$ cat src/rtl/booth_mult_seq_if.sv
// Operand/product handshake bundle for the sequential Booth multiplier.
// The multiplier sits on the slave side; the requester drives the master side.
interface booth_mult_seq_if;
  logic        in_valid;
  logic        in_ready;
  logic [7:0]  a_in;
  logic [7:0]  b_in;
  logic        out_valid;
  logic        out_ready;
  logic [15:0] product;
  logic        busy;
  logic [1:0]  grp;

  modport slave (
    input  in_valid, a_in, b_in, out_ready,
    output in_ready, out_valid, product, busy, grp
  );

  modport master (
    output in_valid, a_in, b_in, out_ready,
    input  in_ready, out_valid, product, busy, grp
  );
endinterface

$ cat src/rtl/booth_mult_seq.sv
// Radix-4 Booth multiplier: unsigned 8-bit A times signed 8-bit B, one Booth
// group per clock into a 16-bit accumulator, with optional early termination.
module booth_encoder (
  input  logic [7:0]  x_i,
  input  logic [2:0]  op_i,
  output logic [15:0] pp_o
);
  logic [15:0] xe;

  assign xe = {8'b0, x_i};

  always_comb begin
    pp_o = '0;
    case (op_i)
      3'b001, 3'b010: pp_o = xe;
      3'b011:         pp_o = xe << 1;
      3'b100:         pp_o = -(xe << 1);
      3'b101, 3'b110: pp_o = -xe;
      default:        pp_o = '0;
    endcase
  end
endmodule

module booth_mult_seq #(
  parameter int unsigned EARLY_TERM = 0
) (
  input logic             clk,
  input logic             rst,
  booth_mult_seq_if.slave bus
);
  typedef enum logic [1:0] {S_IDLE, S_RUN, S_DONE} state_t;

  state_t      state_q;
  logic [7:0]  a_q;
  logic [7:0]  b_q;
  logic [15:0] acc_q;
  logic [1:0]  grp_q;
  logic        in_ready_q;
  logic        busy_q;
  logic        out_valid_q;

  logic [8:0]        b_ext;
  logic [2:0]        op;
  logic [15:0]       pp;
  logic [15:0]       acc_d;
  logic signed [7:0] b_upper;
  logic              upper_same;
  logic              stop_d;

  // B[-1] = 0 is the appended LSB, so group g starts at bit 2g of b_ext.
  assign b_ext = {b_q, 1'b0};
  assign op    = b_ext[{grp_q, 1'b0} +: 3];

  booth_encoder u_enc (
    .x_i  (a_q),
    .op_i (op),
    .pp_o (pp)
  );

  assign acc_d = acc_q + (pp << {grp_q, 1'b0});

  // Remaining groups all encode zero once B[7:2g+1] is a pure sign extension.
  assign b_upper    = $signed(b_q) >>> ({grp_q, 1'b0} + 3'd1);
  assign upper_same = (b_upper == '0) || (b_upper == '1);
  assign stop_d     = (grp_q == 2'd3) || ((EARLY_TERM != 0) && upper_same);

  always_ff @(posedge clk) begin
    if (rst) begin
      state_q     <= S_IDLE;
      a_q         <= '0;
      b_q         <= '0;
      acc_q       <= '0;
      grp_q       <= '0;
      in_ready_q  <= 1'b1;
      busy_q      <= 1'b0;
      out_valid_q <= 1'b0;
    end else begin
      case (state_q)
        S_IDLE: begin
          if (bus.in_valid) begin
            a_q        <= bus.a_in;
            b_q        <= bus.b_in;
            acc_q      <= '0;
            grp_q      <= '0;
            in_ready_q <= 1'b0;
            busy_q     <= 1'b1;
            state_q    <= S_RUN;
          end
        end
        S_RUN: begin
          acc_q <= acc_d;
          if (stop_d) begin
            busy_q      <= 1'b0;
            out_valid_q <= 1'b1;
            state_q     <= S_DONE;
          end else begin
            grp_q <= grp_q + 2'd1;
          end
        end
        S_DONE: begin
          if (bus.out_ready) begin
            out_valid_q <= 1'b0;
            in_ready_q  <= 1'b1;
            state_q     <= S_IDLE;
          end
        end
        default: begin
          state_q     <= S_IDLE;
          in_ready_q  <= 1'b1;
          busy_q      <= 1'b0;
          out_valid_q <= 1'b0;
        end
      endcase
    end
  end

  assign bus.in_ready  = in_ready_q;
  assign bus.out_valid = out_valid_q;
  assign bus.product   = acc_q;
  assign bus.busy      = busy_q;
  assign bus.grp       = grp_q;
endmodule

$ cat src/flat_wrapper.sv
// flat-port wrapper written by rule: the top's interface ports become plain ports
module booth_mult_seq_flat 
#(
  parameter int unsigned EARLY_TERM = 0
)
  (clk, rst, bus_in_valid, bus_a_in, bus_b_in, bus_out_ready, bus_in_ready, bus_out_valid, bus_product, bus_busy, bus_grp);
  booth_mult_seq_if bus_i ();
  input logic clk;
  input logic rst;
  input wire logic [$bits(bus_i.in_valid)-1:0] bus_in_valid;
  input wire logic [$bits(bus_i.a_in)-1:0] bus_a_in;
  input wire logic [$bits(bus_i.b_in)-1:0] bus_b_in;
  input wire logic [$bits(bus_i.out_ready)-1:0] bus_out_ready;
  output wire logic [$bits(bus_i.in_ready)-1:0] bus_in_ready;
  output wire logic [$bits(bus_i.out_valid)-1:0] bus_out_valid;
  output wire logic [$bits(bus_i.product)-1:0] bus_product;
  output wire logic [$bits(bus_i.busy)-1:0] bus_busy;
  output wire logic [$bits(bus_i.grp)-1:0] bus_grp;
  assign bus_i.in_valid = bus_in_valid;
  assign bus_i.a_in = bus_a_in;
  assign bus_i.b_in = bus_b_in;
  assign bus_i.out_ready = bus_out_ready;
  assign bus_in_ready = bus_i.in_ready;
  assign bus_out_valid = bus_i.out_valid;
  assign bus_product = bus_i.product;
  assign bus_busy = bus_i.busy;
  assign bus_grp = bus_i.grp;
  booth_mult_seq #(.EARLY_TERM(EARLY_TERM)) u_core (.clk(clk), .rst(rst), .bus(bus_i));
endmodule
$ cat config.mk
export PLATFORM = sky130hd
export DESIGN_NAME = booth_mult_seq_flat
export DESIGN_NICKNAME = d
export VERILOG_FILES = /design/src/rtl/booth_mult_seq_if.sv /design/src/rtl/booth_mult_seq.sv /design/src/flat_wrapper.sv
export SDC_FILE = /design/constraint.sdc
export NUM_CORES = 1
export LEC_CHECK = 0
export BUFFER_PORTS_ARGS = -buffer_cell sky130_fd_sc_hd__buf_2
export CAP_MARGIN = 20
export CORE_ASPECT_RATIO = 0.8
export CORE_MARGIN = 3
export CORE_UTILIZATION = 59
export CTS_CLUSTER_SIZE = 28
export DETAILED_ROUTE_END_ITERATION = 8
export PLACE_DENSITY_LB_ADDON = 0.12
export SKIP_CTS_REPAIR_TIMING = 1
export SLEW_MARGIN = 10
export SYNTH_ARGS = -nofsm -noshare
export SYNTH_HDL_FRONTEND = slang
export SYNTH_SLANG_ARGS = --single-unit
$ cat constraint.sdc
create_clock -name clk -period 11.2 [get_ports clk]
set_clock_uncertainty 0.05 [all_clocks]
set_input_delay 2.24 -clock clk [delete_from_list [all_inputs] [get_ports clk]]
set_output_delay 2.24 -clock clk [all_outputs]
set_load 0.005 [all_outputs]
# Word level (Yosys, flattened, before mapping)
# Index checks and enable logic that the tools add are counted.
[totals]
ff_bits = 39
inputBits = 20
out_inout_bits = 21
elab_cells = 60
[op_classes]
n_addsub = 4
n_eq_ne = 13
shifts = 2
mux = 19
bitwise_logic = 3
reduce_logical = 11
[ops]
columns = ["op", "count"]
rows = [
  ["one-hot mux 16 bit (4 select lines)", 1],
  ["one-hot mux 16 bit (2 select lines)", 1],
  ["adder 16 bit", 1],
  ["2-to-1 mux 16 bit", 1],
  ["negator 8 -> 16 bit", 1],
  ["negator 9 -> 16 bit", 1],
  ["<< shifter 16 x 3 -> 16 bit", 1],
  ["AND reduction 3 bit", 5],
  ["2-to-1 mux 2 bit", 5],
  ["equality test 3 bit, second input constant", 3],
  ["one-hot mux 1 bit (3 select lines)", 3],
  ["variable part select 9 x 4 -> 3 bit", 1],
  ["equality test 3 x 2 -> 1 bit, second input constant", 2],
  ["2-to-1 mux 1 bit", 6],
  ["inequality test 2 bit, second input constant", 3],
  ["one-hot mux 2 bit (3 select lines)", 1],
  ["equality test 2 bit, second input constant", 2],
  ["one-hot mux 2 bit (2 select lines)", 1],
  ["AND reduction 2 bit", 2],
  ["OR reduction 2 bit", 2],
  ["equality test 3 x 1 -> 1 bit, second input constant", 1],
  ["inverter 1 bit", 3],
  ["adder 2 x 1 -> 2 bit, second input constant", 1],
  ["equality test 2 x 1 -> 1 bit, second input constant", 1],
  ["other kinds (3)", 3],
]

# Longest topological paths before layout
[depth]
word_depth = 7
mapped_depth = 18
depth_no_buf = 17

# Hierarchy
# A second synthesis with hierarchy kept.
[hier_totals]
hier_cells = 387
area_unflattened_um2 = 3074.2
[modules_own_cells]
columns = ["module", "instances", "cells_per_inst", "area_each_um2", "seq_area_each_um2"]
rows = [
  ["booth_mult_seq", 1, 292, 2463.6, 780.7],
  ["booth_encoder", 1, 95, 610.6, 0.0],
]

# Least setup slack after synthesis
# Ideal clock, no wire load.
[synth_path]
kind = "register -> register"
start = "reg u_core.a_q[0]"
end = "reg u_core.acc_q[15], in the netlist u_core.bus.product[15]"
setup_time_ns = 0.070
arrival_time_ns = 3.779
t_required_ns = 11.080
setup_slack_ns = 7.300
path_stages_with_launch = 18
n_path_buf = 1
period_less_slack_ns = 3.900
cell_sequence = "dfxtp_1 or2_2 nor4_1 nor3b_1 ha_1 a22o_1 a22oi_1 a21o_1 mux2i_1 ha_1 clkbuf_1 and4_1 a31o_2 a21oi_1 o21ai_0 xor2_1 or3_1 a21oi_1"
[synth_between]
elab_chain_cells = 5
elab_cells_between_ends = 6
classes_between = "3 x add/sub; 1 x shift; 2 x mux"
[synth_lines]
columns = ["item", "line_no", "source"]
rows = [
  ["from (decl)", "booth_mult_seq.sv:34", "logic [7:0] a_q;"],
  ["from (signal assigned)", "booth_mult_seq.sv:81", "a_q <= bus.a_in;"],
  ["negator 9 -> 16 bit / negator 8 -> 16 bit (equally long branches)", "booth_mult_seq.sv:17, booth_mult_seq.sv:18", ""],
  ["one-hot mux 16 bit (4 select lines) (*)", "booth_mult_seq.sv:14", "case (op_i)"],
  ["<< shifter 16 x 3 -> 16 bit (*)", "booth_mult_seq.sv:60", "assign acc_d = acc_q + (pp << {grp_q, 1'b0});"],
  ["adder 16 bit (*)", "booth_mult_seq.sv:60", ""],
  ["one-hot mux 16 bit (2 select lines) (*)", "booth_mult_seq.sv:78", "case (state_q)"],
  ["to (signal assigned)", "booth_mult_seq.sv:72", "acc_q <= '0;"],
  ["to (signal assigned)", "booth_mult_seq.sv:83", "acc_q <= '0;"],
  ["to (signal assigned)", "booth_mult_seq.sv:91", "acc_q <= acc_d;"],
  ["to (decl)", "booth_mult_seq.sv:36", "logic [15:0] acc_q;"],
]
# Every way passes the cells marked *; elsewhere a longest branch is shown, timed or not.
# A chain may end at the register's enable or synchronous reset.

# Worst setup path after layout
[layout_path]
start = "reg u_core.grp_q[1], in the netlist u_core.bus.grp[1]"
end = "reg u_core.acc_q[15], in the netlist u_core.bus.product[15]"
[layout_between]
elab_chain_cells = 7
elab_cells_between_ends = 13
classes_between = "1 x add/sub; 6 x eq/ne; 2 x shift; 2 x mux; 2 x reduce/logical"
[layout_lines]
columns = ["item", "line_no", "source"]
rows = [
  ["from (decl)", "booth_mult_seq.sv:37", "logic [1:0] grp_q;"],
  ["from (signal assigned)", "booth_mult_seq.sv:97", "grp_q <= grp_q + 2'd1;"],
  ["variable part select 9 x 4 -> 3 bit", "booth_mult_seq.sv:52", "assign op = b_ext[{grp_q, 1'b0} +: 3];"],
  ["equality test 3 bit, or another cell as far along", "booth_mult_seq.sv:14", ""],
  ["OR reduction 2 bit", "booth_mult_seq.sv:14", ""],
  ["one-hot mux 16 bit (4 select lines)", "booth_mult_seq.sv:14", ""],
  ["<< shifter 16 x 3 -> 16 bit (*)", "booth_mult_seq.sv:60", ""],
  ["adder 16 bit (*)", "booth_mult_seq.sv:60", ""],
  ["one-hot mux 16 bit (2 select lines) (*)", "booth_mult_seq.sv:78", ""],
]
# Marks and branches as above.

==> impl_results.html <==
<table>
<tr><th>Metric</th><th>Value</th></tr>
<tr><th colspan="2">Layout</th></tr>
<tr><td>Final nets</td><td>479</td></tr>
<tr><td>Proportion of layout cells with a drive suffix above 1</td><td>14.8%</td></tr>
<tr><td>Area of all sequential standard cells</td><td>781 µm²</td></tr>
<tr><td>Area added between synthesis and finish</td><td>9.24%</td></tr>
<tr><td>Post-Layout Inst Area</td><td>3430 µm²</td></tr>
<tr><td>Fin cells</td><td>502</td></tr>
<tr><td>Number of fillers in the final layout</td><td>465</td></tr>
<tr><td>Total inserted antenna cells</td><td>0</td></tr>
<tr><td>Multi-input gate area</td><td>2200 µm²</td></tr>
<tr><th colspan="2">Setup path</th></tr>
<tr><td>Worst setup slack for register-to-register paths</td><td>6320 ps</td></tr>
<tr><td>Max incr delay on CP</td><td>850 ps</td></tr>
<tr><td>Cells traversed along the worst timing path</td><td>mux4_2 -&gt; xnor2_2 -&gt; a22oi_1 -&gt; mux2_2 -&gt; mux2_4 -&gt; mux2i_1 -&gt; ha_1 -&gt; and4_1 -&gt; a31o_2 -&gt; a21oi_1 -&gt; o21ai_0 -&gt; xor2_1 -&gt; or3_1 -&gt; a21oi_1</td></tr>
<tr><td>Worst Path Max Fanout</td><td>22</td></tr>
<tr><td>Worst setup path category</td><td>register to register</td></tr>
<tr><td>Req. time, crit path</td><td>11370 ps</td></tr>
<tr><td>Count of cells along the worst register-to-register path</td><td>14</td></tr>
<tr><td>Type of origin of the critical path</td><td>register</td></tr>
<tr><td>Master of the slowest instance on the critical path</td><td>sky130_fd_sc_hd__dfxtp_1</td></tr>
<tr><td>Sort of element at the end of the critical path</td><td>register</td></tr>
<tr><td>Data arrival time of the worst path</td><td>5050 ps</td></tr>
<tr><td>Cell seen most often among critical-path stages</td><td>sky130_fd_sc_hd__a21oi_1</td></tr>
<tr><th colspan="2">CTS</th></tr>
<tr><td>CTS Buf Count</td><td>5</td></tr>
<tr><td>Clock insertion delay at the later pin of the skew report</td><td>290 ps</td></tr>
<tr><td>Post-CTS clock slew at the launch and capture registers of the worst setup and hold paths</td><td>80 ps</td></tr>
<tr><td>Max Root-Sink Buffers</td><td>2</td></tr>
<tr><td>Clock Sink Count</td><td>39</td></tr>
<tr><td># H-tree levels</td><td>2</td></tr>
<tr><td>TritonCTS clock tree</td><td>yes</td></tr>
<tr><td>Root Buffer Master</td><td>sky130_fd_sc_hd__clkbuf_8</td></tr>
<tr><th colspan="2">Placed design</th></tr>
<tr><td>GP Congestion</td><td>0.938</td></tr>
<tr><td>Number of placed cells counting well taps</td><td>494</td></tr>
<tr><td>DP HPWL</td><td>5750 µm</td></tr>
<tr><td>Port-buffer cells</td><td>40</td></tr>
<tr><td>Post-placement cell area</td><td>3350 µm²</td></tr>
<tr><th colspan="2">Synth</th></tr>
<tr><td>Post-synth top area cell</td><td>sky130_fd_sc_hd__dfxtp_1</td></tr>
<tr><td>Most numerous cell in the Yosys netlist</td><td>sky130_fd_sc_hd__nand2_1</td></tr>
<tr><td>Top_reg_cell synth</td><td>sky130_fd_sc_hd__dfxtp_1</td></tr>
<tr><td>Number of instances in the synthesized netlist</td><td>415</td></tr>
<tr><td>Largest cells by area after synthesis</td><td>sky130_fd_sc_hd__dfxtp_1 25%, sky130_fd_sc_hd__a21oi_1 8.0%, sky130_fd_sc_hd__ha_1 7.6%</td></tr>
<tr><td>Number of warnings reported in the yosys synthesis log</td><td>0</td></tr>
<tr><td>Sequential share of the synthesized area</td><td>24.9%</td></tr>
<tr><td>Post-synthesis instance area</td><td>3140 µm²</td></tr>
<tr><td>Synth Register Bits</td><td>39</td></tr>
<tr><td>Post-Synthesis Net Count</td><td>455</td></tr>
<tr><td>Proportion of netlist area held by the largest area contributor</td><td>24.9%</td></tr>
<tr><td>Post-synth EDFFs</td><td>0</td></tr>
<tr><td>Avg Synthesized Cell Area</td><td>7.57 µm²</td></tr>
<tr><td>Library cells used by synthesis</td><td>64</td></tr>
<tr><td>Cell types with the highest counts after synthesis</td><td>56 x sky130_fd_sc_hd__nand2_1, 50 x sky130_fd_sc_hd__a21oi_1, 39 x sky130_fd_sc_hd__dfxtp_1</td></tr>
<tr><td>Share of flip-flops with an asynchronous set or reset</td><td>0%</td></tr>
<tr><th colspan="2">Detailed routing</th></tr>
<tr><td>DR vias</td><td>3113</td></tr>
<tr><td>Final WL</td><td>7970 µm</td></tr>
<tr><td>DRC violations left</td><td>0</td></tr>
<tr><td>Pre-Repair DR Iteration Count</td><td>5</td></tr>
<tr><td>Antenna viol nets, final</td><td>0</td></tr>
<tr><td>Vias per inst</td><td>6.20</td></tr>
<tr><td>Wirelength per Cell</td><td>15.9 µm</td></tr>
<tr><td>Initial detailed-routing violation count</td><td>223</td></tr>
<tr><th colspan="2">STA</th></tr>
<tr><td>Tightest Pin Transition</td><td>981 ps</td></tr>
<tr><td>Minimum clock period after layout</td><td>4880 ps</td></tr>
<tr><td>Final hold violation count</td><td>0</td></tr>
<tr><td>Fin. max-slew vios</td><td>0</td></tr>
<tr><td>Final TNS setup</td><td>0 ps</td></tr>
<tr><td>Final setup viols</td><td>0</td></tr>
<tr><td>Max-slew headroom</td><td>34.6%</td></tr>
<tr><td>Fmax</td><td>205 MHz</td></tr>
<tr><td>Setup repair after global routing missed its margin</td><td>no</td></tr>
<tr><td>Post-route clock period utilization</td><td>43.6%</td></tr>
<tr><th colspan="2">Die</th></tr>
<tr><td>Number of top-level pins</td><td>41</td></tr>
<tr><td>Die outline area</td><td>6240 µm²</td></tr>
<tr><td>Vertical extent of the die</td><td>71.3 µm</td></tr>
<tr><td>Site Rows</td><td>23</td></tr>
<tr><td>Core region area</td><td>5060 µm²</td></tr>
<tr><td>Die extent in x</td><td>87.6 µm</td></tr>
<tr><td>Initial Utilization</td><td>62.0%</td></tr>
<tr><th colspan="2">Power and ir drop</th></tr>
<tr><td>Overall power of the completed layout</td><td>357 µW</td></tr>
<tr><td>Cell leakage power</td><td>0.00147 µW</td></tr>
<tr><td>Ratio of total power to cell area</td><td>104 nW/µm²</td></tr>
<tr><td>VDD IR-drop max</td><td>0.0919 mV</td></tr>
<tr><th colspan="2">Global routing</th></tr>
<tr><td>Global Route Usage Sum</td><td>26.2%</td></tr>
<tr><td>First-pass GRT wire length</td><td>13400 µm</td></tr>
<tr><td>Number of antenna violations at the first check in global routing</td><td>0</td></tr>
<tr><td>Total global routing overflow</td><td>0</td></tr>
<tr><td>Maximum number of pins on one net before global-route repair</td><td>45</td></tr>
<tr><td>Vias in the first global route</td><td>2831</td></tr>
<tr><th colspan="2">Hold path</th></tr>
<tr><td>Path category of the worst min-delay check</td><td>register to register</td></tr>
<tr><td>Hold depth</td><td>2</td></tr>
<tr><th colspan="2">Outcome</th></tr>
<tr><td>Result of the run</td><td>complete, no violations</td></tr>
<tr><th colspan="2">Run</th></tr>
<tr><td>Max-capacitance violation count</td><td>0</td></tr>
</table>
==> cell type report <==
class                   instances  share of cell area [%]
repair buffers                 41                    6.64
clock inverters                 2                   0.365
flip-flops and latches         39                    22.7
clock buffers                   6                    2.11
multi-input cells             335                    64.0
inverters                      17                    1.86
well taps                      62                    2.26
==> power breakdown <==
| group | leakage (µW) | switching [µW] | total (µW) | internal, µW |
|---|---|---|---|---|
| clock network | 0.0000412 | 51.1 | 94.7 | 43.6 |
| registers | 0.000318 | 10.7 | 156 | 146 |
| logic | 0.00111 | 62.3 | 106 | 43.3 |
| total | 0.00147 | 124 | 357 | 232 |
==> stage by stage <==
step           worst slack, ps  util [%]  hold slack, ps
6_report                  6320      67.8             404
5_1_grt                   5940      67.8             446
4_1_cts                   6370      67.8             409
3_5_place_dp              6400      66.1             398
3_3_place_gp              6530      65.5             392
2_1_floorplan             7300         -             383
==> per-layer routing <==
metal,wire [µm],up-vias,track usage (%)
met4,66,0,6.64
met5,0,-,0
met1,3850,1453,37.5
met3,508,8,4.71
li1,-,1548,-
met2,3540,104,40.8
==> path summary, 6_finish.rpt <==
kind | start | end
worst min register to register | u_core.bus.busy | u_core.bus.busy
worst max register to register | u_core.bus.grp[1] | u_core.bus.product[15]
worst min-delay path | u_core.bus.busy | u_core.bus.busy
worst max-delay path | u_core.bus.grp[1] | u_core.bus.product[15]
==> worst max-delay path, delay by kind of cell (launching register included) <==
family / cells / cell delay, ps
muxes: 4 / 1560
xor gates and xnor gates: 2 / 560
and+or+nand+nor: 2 / 560
adders and majority gates: 1 / 360
AOI/OAI and AO/OA: 5 / 850
DFF: 1 / 850
==> cells by family after synthesis <==
| kind of cell | share of synthesized area [%] |
|---|---|
| xor+xnor | 6.09 |
| mux | 6.13 |
| fa+ha+maj | 8.20 |
| buf+inv | 5.22 |
| compound gates | 25.4 |
| flops | 24.9 |
| simple gates | 24.1 |
==> state kept, by name, summed over array words and instances (netlist names) <==
register and flops:
u_core.bus.product 16, u_core.a_q 8, u_core.b_q 8, u_core.bus.grp 2
u_core.state_q 2, u_core.bus.busy 1, u_core.bus.in_ready 1, u_core.bus.out_valid 1
==> layout by cell type (no fill, tap or decap), drive strengths merged, types with 6 or more instances in the layout <==
cell | Yosys | final
buf | 4 | 41
o21ai | 23 | 23
nor2 | 33 | 33
nand4b | 6 | 6
a31oi | 6 | 6
xnor2 | 15 | 15
nand3 | 14 | 14
clkbuf | 20 | 6
nand2 | 56 | 56
a21oi | 51 | 51
a21o | 6 | 6
nor3 | 13 | 13
dfxtp | 39 | 39
mux2i | 11 | 11
xor2 | 6 | 6
ha | 19 | 19
inv | 17 | 17
Power figures use the tool's default switching activity.
